--- config.mk ---
export PLATFORM = sky130hd
export DESIGN_NAME = if_id_pipe_reg
export DESIGN_NICKNAME = d
export VERILOG_FILES = /design/src/rtl/if_id_pipe_reg.sv
export SDC_FILE = /design/constraint.sdc
export NUM_CORES = 1
export LEC_CHECK = 0
export BUFFER_PORTS_ARGS = -buffer_cell sky130_fd_sc_hd__buf_2
export CAP_MARGIN = 25
export CORE_AREA = 2 2 95 97
export CTS_CLUSTER_SIZE = 10
export DETAILED_ROUTE_END_ITERATION = 6
export DIE_AREA = 0 0 97 99
export PLACE_DENSITY = 0.75
export SLEW_MARGIN = 20
export SYNTH_ARGS = -nofsm -noshare
export SYNTH_HDL_FRONTEND = slang
export SYNTH_SLANG_ARGS = --single-unit
--- constraint.sdc ---
create_clock -name clk -period 1.45 [get_ports clk]
set_input_delay 0.145 -clock clk [delete_from_list [all_inputs] [get_ports clk]]
set_output_delay 0.145 -clock clk [all_outputs]
set_load 0.005 [all_outputs]
--- src/rtl/if_id_pipe_reg.sv ---
`default_nettype none
// ============================================================================
//  Module      : if_id_pipe_reg
//  Description : IF/ID pipeline register with load-use stall, flush squash,
//                sticky syscall halt and a stall watchdog. Define
//                IF_ID_STALL_STATS_EN to build the stall/flush counters.
//  Revision    : 1.0 - initial release
// ============================================================================
module if_id_pipe_reg #(
    parameter int                DATA_W    = 32,
    parameter logic [DATA_W-1:0] RESET_PC  = 32'h0000_3000,
    parameter logic [DATA_W-1:0] NOP_INSTR = 32'h0000_0000,
    parameter int                MAX_STALL = 4,
    parameter int                CNT_W     = 32
) (
    input  logic              clk,
    input  logic              rst_n,
    input  logic [DATA_W-1:0] pc_if,
    input  logic [DATA_W-1:0] instr_if,
    input  logic              fetch_valid_if,
    input  logic              nop_lock_id,
    input  logic              flush_id,
    input  logic              halt_id,
    output logic [DATA_W-1:0] pc_id,
    output logic [DATA_W-1:0] instr_id,
    output logic              valid_id,
    output logic              pc_write_en,
    output logic              stall_err,
    output logic [CNT_W-1:0]  stall_count,
    output logic [CNT_W-1:0]  flush_count
);

    localparam logic [1:0] c_ST_EMPTY = 2'd0;
    localparam logic [1:0] c_ST_RUN   = 2'd1;
    localparam logic [1:0] c_ST_STALL = 2'd2;
    localparam logic [1:0] c_ST_HALT  = 2'd3;

    localparam int                 c_RUN_W   = $clog2(MAX_STALL + 1);
    localparam logic [c_RUN_W-1:0] c_RUN_MAX = c_RUN_W'(MAX_STALL);
    localparam logic [c_RUN_W-1:0] c_RUN_ONE = c_RUN_W'(1);

    logic [1:0]         r_state;
    logic [DATA_W-1:0]  r_pc_id;
    logic [DATA_W-1:0]  r_instr_id;
    logic               r_valid_id;
    logic               r_stall_err;
    logic [c_RUN_W-1:0] r_stall_run;

    logic w_active;
    logic w_stall;
    logic w_halt;
    logic w_do_flush;
    logic w_do_stall;

    // A lock request with an empty ID slot has no bubble to protect.
    assign w_active   = (r_state != c_ST_HALT);
    assign w_stall    = nop_lock_id & r_valid_id;
    assign w_halt     = halt_id & r_valid_id;
    assign w_do_flush = w_active & ~w_halt & flush_id;
    assign w_do_stall = w_active & ~w_halt & ~flush_id & w_stall;

    assign pc_write_en = rst_n & w_active & ~w_stall & ~w_halt;
    assign pc_id       = r_pc_id;
    assign instr_id    = r_instr_id;
    assign valid_id    = r_valid_id;
    assign stall_err   = r_stall_err;

    always_ff @(posedge clk or negedge rst_n) begin
        if (!rst_n) begin
            r_state     <= c_ST_EMPTY;
            r_pc_id     <= RESET_PC;
            r_instr_id  <= NOP_INSTR;
            r_valid_id  <= 1'b0;
            r_stall_err <= 1'b0;
            r_stall_run <= '0;
        end else if (w_active) begin
            if (w_halt) begin
                r_state     <= c_ST_HALT;
                r_instr_id  <= NOP_INSTR;
                r_valid_id  <= 1'b0;
                r_stall_run <= '0;
            end else if (flush_id) begin
                r_state     <= c_ST_EMPTY;
                r_instr_id  <= NOP_INSTR;
                r_valid_id  <= 1'b0;
                r_stall_run <= '0;
            end else if (w_stall) begin
                r_state <= c_ST_STALL;
                if (r_stall_run != c_RUN_MAX) begin
                    r_stall_run <= r_stall_run + c_RUN_ONE;
                end
                // This edge brings the run to MAX_STALL (or it is already there).
                if (r_stall_run >= c_RUN_MAX - c_RUN_ONE) begin
                    r_stall_err <= 1'b1;
                end
            end else begin
                r_stall_run <= '0;
                if (fetch_valid_if) begin
                    r_state    <= c_ST_RUN;
                    r_pc_id    <= pc_if;
                    r_instr_id <= instr_if;
                    r_valid_id <= 1'b1;
                end else begin
                    r_state    <= c_ST_EMPTY;
                    r_instr_id <= NOP_INSTR;
                    r_valid_id <= 1'b0;
                end
            end
        end
    end

`ifdef IF_ID_STALL_STATS_EN
    localparam logic [CNT_W-1:0] c_CNT_ONE = CNT_W'(1);

    logic [CNT_W-1:0] r_stall_count;
    logic [CNT_W-1:0] r_flush_count;

    always_ff @(posedge clk or negedge rst_n) begin
        if (!rst_n) begin
            r_stall_count <= '0;
            r_flush_count <= '0;
        end else begin
            if (w_do_stall && (r_stall_count != '1)) begin
                r_stall_count <= r_stall_count + c_CNT_ONE;
            end
            if (w_do_flush && (r_flush_count != '1)) begin
                r_flush_count <= r_flush_count + c_CNT_ONE;
            end
        end
    end

    assign stall_count = r_stall_count;
    assign flush_count = r_flush_count;
`else
    logic w_unused_stats;
    assign w_unused_stats = w_do_stall ^ w_do_flush;
    assign stall_count    = '0;
    assign flush_count    = '0;
`endif

endmodule
`default_nettype wire

### Word-level counts from Yosys, hierarchy flattened

Index checks and enable logic that the tools add are counted.

* $lt $le $gt $ge: 1
* add/subtract/negate cells: 1
* reduce and logical (&&, ||, !) cells: 4
* bitwise logic cells: 8
* equality and inequality tests: 4
* multiplexer cells: 16

Operators by type and width (count)
* 32-bit 2-to-1 mux: 4
* 3-bit 2-to-1 mux: 4
* 5-bit AND reduction: 2
* 2-bit 2-to-1 mux: 3
* 1-bit AND: 5
* 1-bit 2-to-1 mux: 5
* 4-bit by 2-bit inequality test with 1-bit output (second input constant): 1
* 2-bit AND reduction: 2
* 3-bit by 1-bit adder with 3-bit output (second input constant): 1
* 3-bit by 2-bit greater-or-equal comparator with 1-bit output (second input constant): 1
* 3-bit by 2-bit inequality test with 1-bit output (second input constant): 1
* 3-bit inequality test (second input constant): 1
* 1-bit NOT: 3
* 2-bit inequality test (second input constant): 1

* output and inout port bits: 131
* logic and storage cells: 40
* input bits: 70
* flip-flop bits (word level): 71

### Depth between registers and ports, before layout

Gate-level depths: netlist of run 1.

* word-level depth: 5
* mapped depth: 5
* mapped depth without buffers: 5

### Least setup slack after synthesis of run 1

OpenSTA, ideal clock, no wires.

* kind: register to register
* from: reg r_state[0]
* to: reg r_pc_id[14] (netlist: pc_id[14])
* cell stages (with the launch flop): 6
* arrival: 1.269 ns
* setup time: 0.125 ns
* period minus slack after synthesis: 1.394 ns
* slack: 0.056 ns
* data required time: 1.325 ns
* path buffers: 2
* cells stage by stage: dfrtp_1 nand2_1 and3_1 buf_6 buf_6 mux2_4

* longest elaborated chain between the ends: 2

Ends and longest elaborated chain
* from (decl): RTL line 42 `logic [1:0] r_state;`
* from (signal assigned): RTL line 70 `r_state <= c_ST_EMPTY;`
* from (signal assigned): RTL line 78 `r_state <= c_ST_HALT;`
* from (signal assigned): RTL line 83 `r_state <= c_ST_EMPTY;`
* 2-bit inequality test: RTL line 56 `assign w_active = (r_state != c_ST_HALT);`
* 5-bit AND reduction (no line)
* to (signal assigned): RTL line 100 `r_pc_id <= pc_if;`
* to (decl): RTL line 43 `logic [DATA_W-1:0] r_pc_id;`

No other way between the ends.
A chain may end at the register's enable or synchronous reset.

### Worst setup path after layout of run 1

* from: reg r_valid_id (netlist: valid_id)
* to: out pc_write_en

* longest elaborated chain between the ends: 4
* elaborated cells between the ends (all ways): 6
* those cells by class: bitwise: 6

Ends and longest elaborated chain
* from (decl): RTL line 45 `logic r_valid_id;`
* from (signal assigned): RTL line 73 `r_valid_id <= 1'b0;`
* from (signal assigned): RTL line 80 `r_valid_id <= 1'b0;`
* from (signal assigned): RTL line 85 `r_valid_id <= 1'b0;`
* 1-bit AND: RTL line 57 `assign w_stall = nop_lock_id & r_valid_id;`
* 1-bit NOT (no line)
* 1-bit AND: RTL line 62 `assign pc_write_en = rst_n & w_active & ~w_stall & ~w_halt;`
* 1-bit AND *: RTL line 62
* to (decl): RTL line 27 `output logic pc_write_en,`

Mark *: on every way between the ends. The rest lies on a longest branch, timed or not.

==> Implementation_results.wiki, run 1 <==
{| class="wikitable"
! Metric !! Value
|-
| Fin Clk Skew || 0.007421 ns
|-
| Congestion Overflow GR || 0
|-
| Area share of the leading cell type in the synthesized netlist || 53.24%
|-
| Standard-cell rows || 34
|-
| Violated checks || negative setup slack
|-
| Final worst path period need || 1.453 ns
|-
| Library cell used as clock root buffer || sky130_fd_sc_hd__clkbuf_8
|-
| Fraction of layout cells with a size suffix above 1 || 52.25%
|-
| Syn Inst Count || 241
|-
| Number of cells on the worst reg-to-reg path || 5
|-
| Number of hold violations in the final report || 0
|-
| Clock insertion delay at the later pin of the skew report || 0.33 ns
|-
| Number of I/O pins || 201
|-
| Height of the die || 99 microns
|-
| Final Cell Area || 0.004237 sq mm
|-
| Count of TritonRoute iterations in the first routing pass || 4
|-
| Global-route wire length before repair || 10.28 mm
|-
| Number of global-route vias before repair || 2,083
|-
| Async SR Flop Fraction || 100.0%
|-
| Cts bufs inserted || 9
|-
| Area overhead of the layout relative to synthesis || 30.63%
|-
| Floorplan die area || 0.009603 sq mm
|-
| Core Box Area || 0.008551 sq mm
|-
| Max-Cap Viols || 0
|-
| Via total after detailed routing || 2,174
|-
| Total power density per cell area || 1280 mW/mm^2
|-
| Setup repair after global routing missed its margin || true
|-
| Overall power consumption || 5.421 mW
|-
| Final core occ || 49.55%
|-
| Yosys warnings || 0
|-
| Synth unique cells || 26
|-
| Data required time at the worst endpoint || 1.31 ns
|-
| Routed length per placed instance || 13.28 microns
|-
| Maximum operating frequency || 688.2 MHz
|-
| Hold Path Origin || instr_if[17]
|-
| Startpoint kind of the worst setup timing path || flip-flop
|-
| Leakage power summed over all cells || 2.315 nW
|-
| Capture endpoint of the worst hold path || instr_id[17]
|-
| Post-synthesis sequential area ratio || 54.86%
|-
| Post-synthesis instance area || 0.003243 sq mm
|-
| Worst flop-to-flop path startpoint || r_stall_run[0]
|-
| Deepest level of the CTS H-tree || 3
|-
| Maximum fanout encountered on the critical timing path || 4
|-
| Placed Instance Area || 0.003891 sq mm
|-
| Number of nets in the final layout || 468
|-
| CP peak stage delay || 0.39 ns
|-
| Final number of max-transition violations || 0
|-
| GRT Total Usage || 13.34%
|-
| Slowest stage cell on the critical path || sky130_fd_sc_hd__dfrtp_1
|-
| Initial antenna violation count || 0
|-
| CP Data Arrival Time || 1.31 ns
|-
| Startpoint-to-endpoint class of the critical path || reg -> out
|-
| Port buffer count || 136
|-
| Final HPWL from detailed placement || 4.763 mm
|-
| Post-synthesis area per instance || 13.46 sq um
|-
| Starting utilization of the core area || 37.93%
|-
| Drt via density || 4.280
|-
| Worst Setup Slack, final || -0.003034 ns
|-
| Worst setup slack before clock tree synthesis || 0.04651 ns
|-
| Placer Congestion || 0.7828
|-
| Most frequent cell after synthesis || sky130_fd_sc_hd__dfrtp_1
|-
| Crit Reg-Reg Endpoint || stall_err
|-
| Min-Delay Path Depth || 2
|-
| Peak VDD IR || 0.5292 mV
|-
| Number of synthesized flops with an enable pin || 0
|-
| Antenna Diode Count || 0
|-
| Remaining routing DRC violations || 0
|-
| Reg2reg setup slack || 0.08 ns
|-
| Endpoints failing setup || 1
|-
| Top flip-flop cell by instance count after synthesis || sky130_fd_sc_hd__dfrtp_1
|-
| Drt initial violations || 47
|-
| Pin count of the biggest net entering global routing || 72
|-
| Count of antenna-violating nets left after detailed routing || 0
|-
| Post-Route WL || 6.745 mm
|-
| Worst-case clock buffer depth || 2
|-
| Cell types occupying the most area after synthesis || sky130_fd_sc_hd__dfrtp_1 (53%), sky130_fd_sc_hd__buf_4 (15%), sky130_fd_sc_hd__a22o_1 (8.6%), sky130_fd_sc_hd__mux2_4 (7.9%), sky130_fd_sc_hd__mux2_2 (5.2%)
|-
| Critical-path cell list || buf_6, a22oi_2, and3_1, buf_2
|-
| Leading cell types by count after synthesis || sky130_fd_sc_hd__dfrtp_1 (69), sky130_fd_sc_hd__buf_4 (64), sky130_fd_sc_hd__a22o_1 (32)
|-
| Total clock sinks || 71
|-
| TritonCTS clock tree || built
|-
| Clock slew at reported path FFs || 0.08 ns
|-
| Die span in x || 97 microns
|-
| CP endpoint kind || primary output
|-
| Crit share post-route || 100.2%
|-
| Cell taking the most area after synthesis || sky130_fd_sc_hd__dfrtp_1
|-
| Hold crit path type || in -> reg
|-
| Run status || finished with violations
|-
| Post-synthesis sequential element count || 71
|}
==> where the power goes <==
group	internal, mW	total [mW]	switching (mW)
combinational	0.615	1.05	0.440
sequential	2.26	2.39	0.137
clock	1.24	1.97	0.733
total	4.11	5.42	1.31
==> kinds of logic after synthesis <==
group           synth area share [%]
flops                          54.86
xor+xnor                      0.2701
mux                            13.39
fa+ha+maj                      1.158
buf+inv                        17.28
other cells                   0.1156
compound gates                 11.38
simple gates                   1.543
==> flip-flops by register name (all words and copies together), names as in the netlist <==
name and flops:
instr_id 32, pc_id 32, r_stall_run 3, r_state 2
stall_err 1, valid_id 1
==> worst max-delay path by stage <==
stage          slack (ns)  startpoint          end
2_1_floorplan        0.06  r_state[0]    pc_id[14]
3_3_place_gp         0.09  r_state[0]    pc_id[31]
3_5_place_dp         0.05  r_state[1]     pc_id[7]
4_1_cts             -0.03    valid_id  pc_write_en
5_1_grt             -0.10    valid_id  pc_write_en
6_report           -0.003    valid_id  pc_write_en
==> per-stage QoR <==
step           std cells    TNS, ns  hold WS, ns
2_1_floorplan        304          0      -0.1506
3_3_place_gp         487          0       0.2198
3_5_place_dp         487          0       0.2239
4_1_cts              504   -0.02706     0.008789
5_1_grt              508    -0.1025     0.005132
6_report             508  -0.003034      0.02734
==> routing by layer <==
layer / GRT usage (%) / wire length [microns] / vias up
met5: 0 / 0 / -
met4: 4.225 / 61 / 0
met3: 4.468 / 478 / 6
met2: 21.90 / 3378 / 105
met1: 16.75 / 2827 / 1044
li1: - / - / 1019
==> placed cells by master, fill, tap and decap left out <==
master,n
sky130_fd_sc_hd__o21ai_1,1
sky130_fd_sc_hd__clkbuf_16,1
sky130_fd_sc_hd__buf_4,10
sky130_fd_sc_hd__conb_1,64
sky130_fd_sc_hd__ha_1,3
sky130_fd_sc_hd__mux2i_1,1
sky130_fd_sc_hd__nor2b_1,1
sky130_fd_sc_hd__a22oi_2,2
sky130_fd_sc_hd__a21o_1,3
sky130_fd_sc_hd__a211oi_2,1
sky130_fd_sc_hd__o31ai_4,1
sky130_fd_sc_hd__buf_12,3
sky130_fd_sc_hd__clkinv_2,1
sky130_fd_sc_hd__dfstp_2,2
sky130_fd_sc_hd__buf_6,3
sky130_fd_sc_hd__clkinv_4,1
sky130_fd_sc_hd__mux2_2,15
sky130_fd_sc_hd__mux2_4,17
sky130_fd_sc_hd__nor2_1,3
sky130_fd_sc_hd__bufinv_16,3
sky130_fd_sc_hd__and3_4,1
sky130_fd_sc_hd__a22o_1,32
sky130_fd_sc_hd__nor3_1,1
sky130_fd_sc_hd__buf_2,136
sky130_fd_sc_hd__o31ai_1,1
sky130_fd_sc_hd__nand2_2,1
sky130_fd_sc_hd__and3_1,1
sky130_fd_sc_hd__nand2_1,3
sky130_fd_sc_hd__a21oi_1,2
sky130_fd_sc_hd__dlygate4sd3_1,1
sky130_fd_sc_hd__xnor2_1,1
sky130_fd_sc_hd__inv_1,3
sky130_fd_sc_hd__dfrtp_1,69
sky130_fd_sc_hd__clkbuf_8,11
sky130_fd_sc_hd__o31a_1,1
==> timing repair <==
item,in CTS,in global routing
pin swaps,1,2
setup endpoints to repair,1,30
gates cloned,0,1
endpoints found under the hold margin,69,0
buffers inserted,0,3
gates resized for setup,3,5
hold buffers,1,0
==> layout make-up <==
type | instances | area, sq um
inverters | 3 | 11.26
repair buffers | 154 | 884.6
clock buffers | 11 | 151.4
multi-input cells | 156 | 1171
well taps | 108 | 135.1
fillers | 765 | 4314
clock inverters | 5 | 103.9
flip-flops and latches | 71 | 1779
==> worst max-delay path: cells and delay by family, from the launching register on <==
kind	cells	cell delay (ns)
flip-flops	1	0.39
buffers and inverters	2	0.24
AND/OR/NAND/NOR	1	0.18
AO/OA/AOI/OAI	1	0.16
Note: power is estimated with default switching activity, not from simulation.
==> run 2, diff against run 1 <==
--- a/config.mk
+++ b/config.mk
@@ -11,7 +11,7 @@
 export CTS_CLUSTER_SIZE = 10
 export DETAILED_ROUTE_END_ITERATION = 6
 export DIE_AREA = 0 0 97 99
-export PLACE_DENSITY = 0.75
+export PLACE_DENSITY = 0.73
 export SLEW_MARGIN = 20
 export SYNTH_ARGS = -nofsm -noshare
 export SYNTH_HDL_FRONTEND = slang
==> run 2 against run 1 <==
  * The flow now finishes without violations
  * Cell area down 0.18%
  * Combinational power about the same
  * Global-route usage grew 0.17 points
  * Die area unchanged
  * Setup slack improved by 0.0039 ns
  * Clock skew grew 0.0024 ns
  * Sequential cell count is the same
  * Sequential share of layout area up 0.074 points
  * Critical path depth unchanged
  * Clock power down 12%
  * Fmax rose by 0.27%
  * Count of clock-buffer cells in the layout is the same
==> Implementation_results.wiki, run 2 (synthesis results as in run 1) <==
{| class="wikitable"
! Metric !! Value
|-
| Hold Path Origin || instr_if[24]
|-
| Switching fraction of total power || 24.96%
|-
| Dpl cells || 486
|-
| Combinational share of power || 20.6%
|-
| Number of global-route vias before repair || 2,098
|-
| Height of the die || 99 microns
|-
| Post-Layout Cell Count || 508
|-
| Library cell used as clock root buffer || sky130_fd_sc_hd__clkbuf_8
|-
| Global-route wire length before repair || 10.36 mm
|-
| Final worst path period need || 1.449 ns
|-
| Leakage power summed over all cells || 2.303 nW
|-
| Die span in x || 97 microns
|-
| Data required time at the worst endpoint || 1.31 ns
|-
| Startpoint kind of the worst setup timing path || flip-flop
|-
| Fin Clk Skew || 0.009796 ns
|-
| Clock insertion delay at the later pin of the skew report || 0.33 ns
|-
| CP Data Arrival Time || 1.30 ns
|-
| Total clock sinks || 71
|-
| Pin count of the biggest net entering global routing || 72
|-
| Maximum operating frequency || 690.1 MHz
|-
| Deepest level of the CTS H-tree || 3
|-
| Final number of max-transition violations || 0
|-
| Net switching power figure || 1.297 mW
|-
| Hold crit path type || in -> reg
|-
| Most frequent cells in the layout || sky130_fd_sc_hd__buf_2 (136), sky130_fd_sc_hd__dfrtp_1 (69), sky130_fd_sc_hd__conb_1 (64)
|-
| GRT Total Usage || 13.51%
|-
| Endpoints failing setup || 0
|-
| Post-Route WL || 6.808 mm
|-
| Antenna Diode Count || 0
|-
| Worst-case clock buffer depth || 2
|-
| Initial antenna violation count || 0
|-
| Overall power consumption || 5.196 mW
|-
| TritonCTS clock tree || built
|-
| Number of nets in the final layout || 468
|-
| Max-Cap Viols || 0
|-
| Cts bufs inserted || 9
|-
| Floorplan die area || 0.009603 sq mm
|-
| Leading cell type in the layout, fill and taps excluded || sky130_fd_sc_hd__buf_2
|-
| Fraction of layout cells with a size suffix above 1 || 51.75%
|-
| Crit Reg-Reg Endpoint || pc_id[18]
|-
| Cell family with most CP delay || flip-flops
|-
| Worst Path Buf+Inv || 2
|-
| Starting utilization of the core area || 37.93%
|-
| Placer Congestion || 0.7772
|-
| Number of cells on the worst reg-to-reg path || 4
|-
| Internal Pwr Total || 3.899 mW
|-
| Slowest stage cell on the critical path || sky130_fd_sc_hd__dfrtp_1
|-
| Core Box Area || 0.008551 sq mm
|-
| Capture endpoint of the worst hold path || instr_id[24]
|-
| Placed Instance Area || 0.003896 sq mm
|-
| Total power density per cell area || 1229 mW/mm^2
|-
| Run status || finished clean
|-
| Number of hold violations in the final report || 0
|-
| Port buffer count || 136
|-
| Remaining routing DRC violations || 0
|-
| Setup repair after global routing missed its margin || true
|-
| Reg2reg setup slack || 0.04 ns
|-
| Part of the power in the clock network || 33.3%
|-
| Maximum fanout encountered on the critical timing path || 3
|-
| Peak VDD IR || 0.5392 mV
|-
| Via total after detailed routing || 2,231
|-
| Startpoint-to-endpoint class of the critical path || reg -> out
|-
| CP endpoint kind || primary output
|-
| Clock slew at reported path FFs || 0.08 ns
|-
| Crit share post-route || 99.94%
|-
| Final Cell Area || 0.004229 sq mm
|-
| CP peak stage delay || 0.39 ns
|-
| Worst flop-to-flop path startpoint || valid_id
|-
| Routed length per placed instance || 13.40 microns
|-
| Drt via density || 4.392
|-
| Count of TritonRoute iterations in the first routing pass || 4
|-
| Final HPWL from detailed placement || 4.786 mm
|-
| Drt initial violations || 93
|-
| Count of antenna-violating nets left after detailed routing || 0
|-
| Critical-path cell list || buf_6, a22oi_2, and3_1, buf_2
|-
| Congestion Overflow GR || 0
|-
| Final core occ || 49.46%
|-
| Number of I/O pins || 201
|-
| Sequential cell fraction of total power || 46.1%
|-
| Area overhead of the layout relative to synthesis || 30.40%
|-
| Standard-cell rows || 34
|-
| Min-Delay Path Depth || 2
|}
==> run 2: cell types whose count changed in the layout (fill, tap and decap cells not counted), sizes merged <==
cell      change
buf           -1
clkbuf        +1
bufinv        -1
clkinvlp      +1
==> run 2: area by class of cell <==
cell class	instances	area (sq um)
fill	754	4322
sequential	71	1779
clock buffer	11	141.4
multi-input combinational	156	1166
clock inverter	5	81.33
inverter	3	11.26
timing repair buffer	154	914.6
tap	108	135.1
==> run 2: per-layer routing <==
layer / share of wire [%] / GRT usage (%)
met4: 1.7 / 5.200
met5: 0 / 0
met1: 42 / 17.70
met2: 49 / 22.01
met3: 6.8 / 3.050
==> run 2: through the flow <==
| step | hold WS (ns) | TNS (ns) | setup slack [ns] |
|---|---|---|---|
| finish | 0.02465 | 0 | 0.0009065 |
| global route | 0.01572 | -0.1342 | -0.1029 |
| CTS | 0.009886 | -0.03349 | -0.03349 |
| detailed placement | 0.2233 | 0 | 0.02326 |
| global placement | 0.2192 | 0 | 0.07450 |
| floorplan | -0.1506 | 0 | 0.05582 |
==> run 2: repair_timing <==
item	4_1_cts	5_1_grt
buffers inserted	0	3
endpoints found under the hold margin	69	0
cloned	0	2
gates resized for setup	2	5
hold buffers	1	0
setup endpoints to repair	1	24
pin swaps	1	2
==> run 2: worst max path at each step <==
stage / endpoint / depth (start not counted) / slack [ns] / from
2_1_floorplan: pc_id[14] / 5 / 0.06 / r_state[0]
3_3_place_gp: pc_id[7] / 4 / 0.07 / valid_id
3_5_place_dp: pc_id[6] / 4 / 0.02 / valid_id
4_1_cts: pc_write_en / 4 / -0.03 / valid_id
5_1_grt: pc_write_en / 4 / -0.10 / valid_id
6_report: pc_write_en / 4 / 0.0009 / valid_id
==> run 2: power by group through the flow <==
| stage | combinational (mW) | sequential [mW] | clock (mW) |
|---|---|---|---|
| 2_1_floorplan | 0.590 | 2.46 | 0 |
| 4_1_cts | 1.03 | 2.40 | 1.79 |
| 3_3_place_gp | 0.997 | 2.42 | 0 |
| 5_1_grt | 1.17 | 2.44 | 1.87 |
| 6_report | 1.07 | 2.40 | 1.73 |
| 3_5_place_dp | 1.02 | 2.43 | 0 |
==> run 3, diff against run 2 <==
--- a/config.mk
+++ b/config.mk
@@ -5,7 +5,7 @@
 export SDC_FILE = /design/constraint.sdc
 export NUM_CORES = 1
 export LEC_CHECK = 0
-export BUFFER_PORTS_ARGS = -buffer_cell sky130_fd_sc_hd__buf_2
+export BUFFER_PORTS_ARGS = -buffer_cell sky130_fd_sc_hd__buf_4
 export CAP_MARGIN = 25
 export CORE_AREA = 2 2 95 97
 export CTS_CLUSTER_SIZE = 10
==> run 3 against run 2 <==
  * Wire length is 2.8% higher
  * Highest routed layer unchanged
  * Die area stayed put
  * Cell count is 0.20% lower
  * Global-route usage is 0.29 points higher
  * Worst hold slack better by 0.0047 ns
  * Critical path type unchanged
  * Utilization is 3.7 points higher
  * Power is 4.7% higher
  * Non-clock buffer count is 1 lower
  * Cell area is 7.6% higher
  * Largest cell class unchanged
==> Implementation_results.wiki, run 3 (synthesis results as in run 1) <==
{| class="wikitable"
! Metric !! Value
|-
| Slowest stage cell on the critical path || sky130_fd_sc_hd__dfrtp_1
|-
| Setup repair after global routing missed its margin || true
|-
| Run status || finished clean
|-
| Leading cell type in the layout, fill and taps excluded || sky130_fd_sc_hd__buf_4
|-
| Die span in x || 97 microns
|-
| Routed length per placed instance || 13.81 microns
|-
| Placer Congestion || 0.7053
|-
| Leakage power summed over all cells || 2.383 nW
|-
| Global-route wire length before repair || 10.66 mm
|-
| Final HPWL from detailed placement || 5.094 mm
|-
| Number of nets in the final layout || 467
|-
| Startpoint-to-endpoint class of the critical path || reg -> out
|-
| Most frequent cells in the layout || sky130_fd_sc_hd__buf_4 (145), sky130_fd_sc_hd__dfrtp_1 (69), sky130_fd_sc_hd__conb_1 (64)
|-
| Standard-cell rows || 34
|-
| Crit share post-route || 99.06%
|-
| Endpoints failing setup || 0
|-
| Number of I/O pins || 201
|-
| Number of global-route vias before repair || 2,178
|-
| Area overhead of the layout relative to synthesis || 40.28%
|-
| Count of TritonRoute iterations in the first routing pass || 3
|-
| Hold Path Origin || instr_if[22]
|-
| Port buffer count || 136
|-
| CP Data Arrival Time || 1.29 ns
|-
| Number of cells on the worst reg-to-reg path || 4
|-
| Met1 track demand over resource in global routing || 16.89%
|-
| Total clock sinks || 71
|-
| CP peak stage delay || 0.39 ns
|-
| Core Box Area || 0.008551 sq mm
|-
| Post-Route WL || 7.001 mm
|-
| Antenna Diode Count || 0
|-
| Via total after detailed routing || 2,205
|-
| Total negative slack || 0 ns
|-
| Final Cell Area || 0.004549 sq mm
|-
| Maximum fanout encountered on the critical timing path || 3
|-
| Worst flop-to-flop path startpoint || valid_id
|-
| CP endpoint kind || primary output
|-
| Pin count of the biggest net entering global routing || 72
|-
| Startpoint kind of the worst setup timing path || flip-flop
|-
| Capture endpoint of the worst hold path || instr_id[22]
|-
| Initial antenna violation count || 0
|-
| Worst-case clock buffer depth || 2
|-
| Data required time at the worst endpoint || 1.31 ns
|-
| Final worst path period need || 1.436 ns
|-
| Critical-path cell list || buf_6, a22oi_2, and3_1, buf_4
|-
| Congestion Overflow GR || 0
|-
| Final core occ || 53.20%
|-
| Clock slew at reported path FFs || 0.08 ns
|-
| Height of the die || 99 microns
|-
| Reg2reg setup slack || 0.03 ns
|-
| Cts bufs inserted || 9
|-
| Most utilized layer in the global route result || met2
|-
| Placed Instance Area || 0.004222 sq mm
|-
| Worst Setup Slack, final || 0.01359 ns
|-
| Met3 Use GR || 3.617%
|-
| Crit Reg-Reg Endpoint || pc_id[29]
|-
| Max-Cap Viols || 0
|-
| GRT Total Usage || 13.80%
|-
| GR Layer Usage met2 || 23.72%
|-
| Peak VDD IR || 0.5203 mV
|-
| Drt via density || 4.349
|-
| Floorplan die area || 0.009603 sq mm
|-
| Number of hold violations in the final report || 0
|-
| Worst setup slack before clock tree synthesis || 0.008822 ns
|-
| Fraction of layout cells with a size suffix above 1 || 51.63%
|-
| TritonCTS clock tree || built
|-
| Overall power consumption || 5.441 mW
|-
| Final number of max-transition violations || 0
|-
| Deepest level of the CTS H-tree || 3
|-
| Hold crit path type || in -> reg
|-
| Drt initial violations || 44
|-
| Remaining routing DRC violations || 0
|-
| Count of antenna-violating nets left after detailed routing || 0
|-
| Library cell used as clock root buffer || sky130_fd_sc_hd__clkbuf_8
|-
| Clock insertion delay at the later pin of the skew report || 0.33 ns
|-
| Launching instance or port of the critical path || valid_id
|-
| Starting utilization of the core area || 37.93%
|-
| Fin Clk Skew || 0.01085 ns
|-
| Total power density per cell area || 1196 mW/mm^2
|-
| Min-Delay Path Depth || 2
|-
| Maximum operating frequency || 696.2 MHz
|}
run 3: changes by cell type in the layout (fill, tap and decap cells not counted), sizes merged:
cell	previous run	this run
inv	3	4
clkinv	2	0
run 3: cell type report:
type,count,area [sq um]
Inverter,3,11.26
Multi-Input combinational cell,156,1166
Clock buffer,12,155.1
Clock inverter,4,76.32
Timing Repair Buffer,153,1226
Tap cell,108,135.1
Fill cell,740,4001
Sequential cell,71,1779
run 3: through the flow:
step	hold slack, ns	instances
floorplan	-0.1506	304
global placement	0.1980	484
detailed placement	0.2045	484
CTS	0.006027	506
global route	0.008250	507
finish	0.02931	507
run 3: repair_timing:
action,CTS,global route
hold endpoints to repair,69,0
pin swaps,2,0
resized for setup,5,1
setup endpoints to repair,1,10
hold buffers,1,0
gates cloned,0,1
buffers inserted,5,0
run 3: worst max path at each step:
stage | slack, ns | endpoint | cells past startpoint
2_1_floorplan | 0.06 | pc_id[14] | 5
3_3_place_gp | 0.06 | pc_id[10] | 4
4_1_cts | -0.008 | pc_write_en | 4
3_5_place_dp | 0.009 | pc_id[6] | 5
5_1_grt | -0.05 | pc_write_en | 4
6_report | 0.01 | pc_write_en | 4
run 3: report_power, final:
part,switching (mW),internal [mW]
logic,0.445,0.805
clock network,0.705,1.07
registers,0.157,2.26
total,1.31,4.13
run 3: routing by layer:
metal	routed length, microns	vias to the layer above
met3	449	9
met2	3656	105
li1	-	1020
met4	95	0
met1	2800	1071
met5	0	-
run 3: worst max-delay path: cells and delay by family (launching register included):
kind	cells	cell delay [ns]
buffers and inverters	2	0.24
flip-flops	1	0.39
AO/OA/AOI/OAI	1	0.17
AND/OR/NAND/NOR	1	0.18
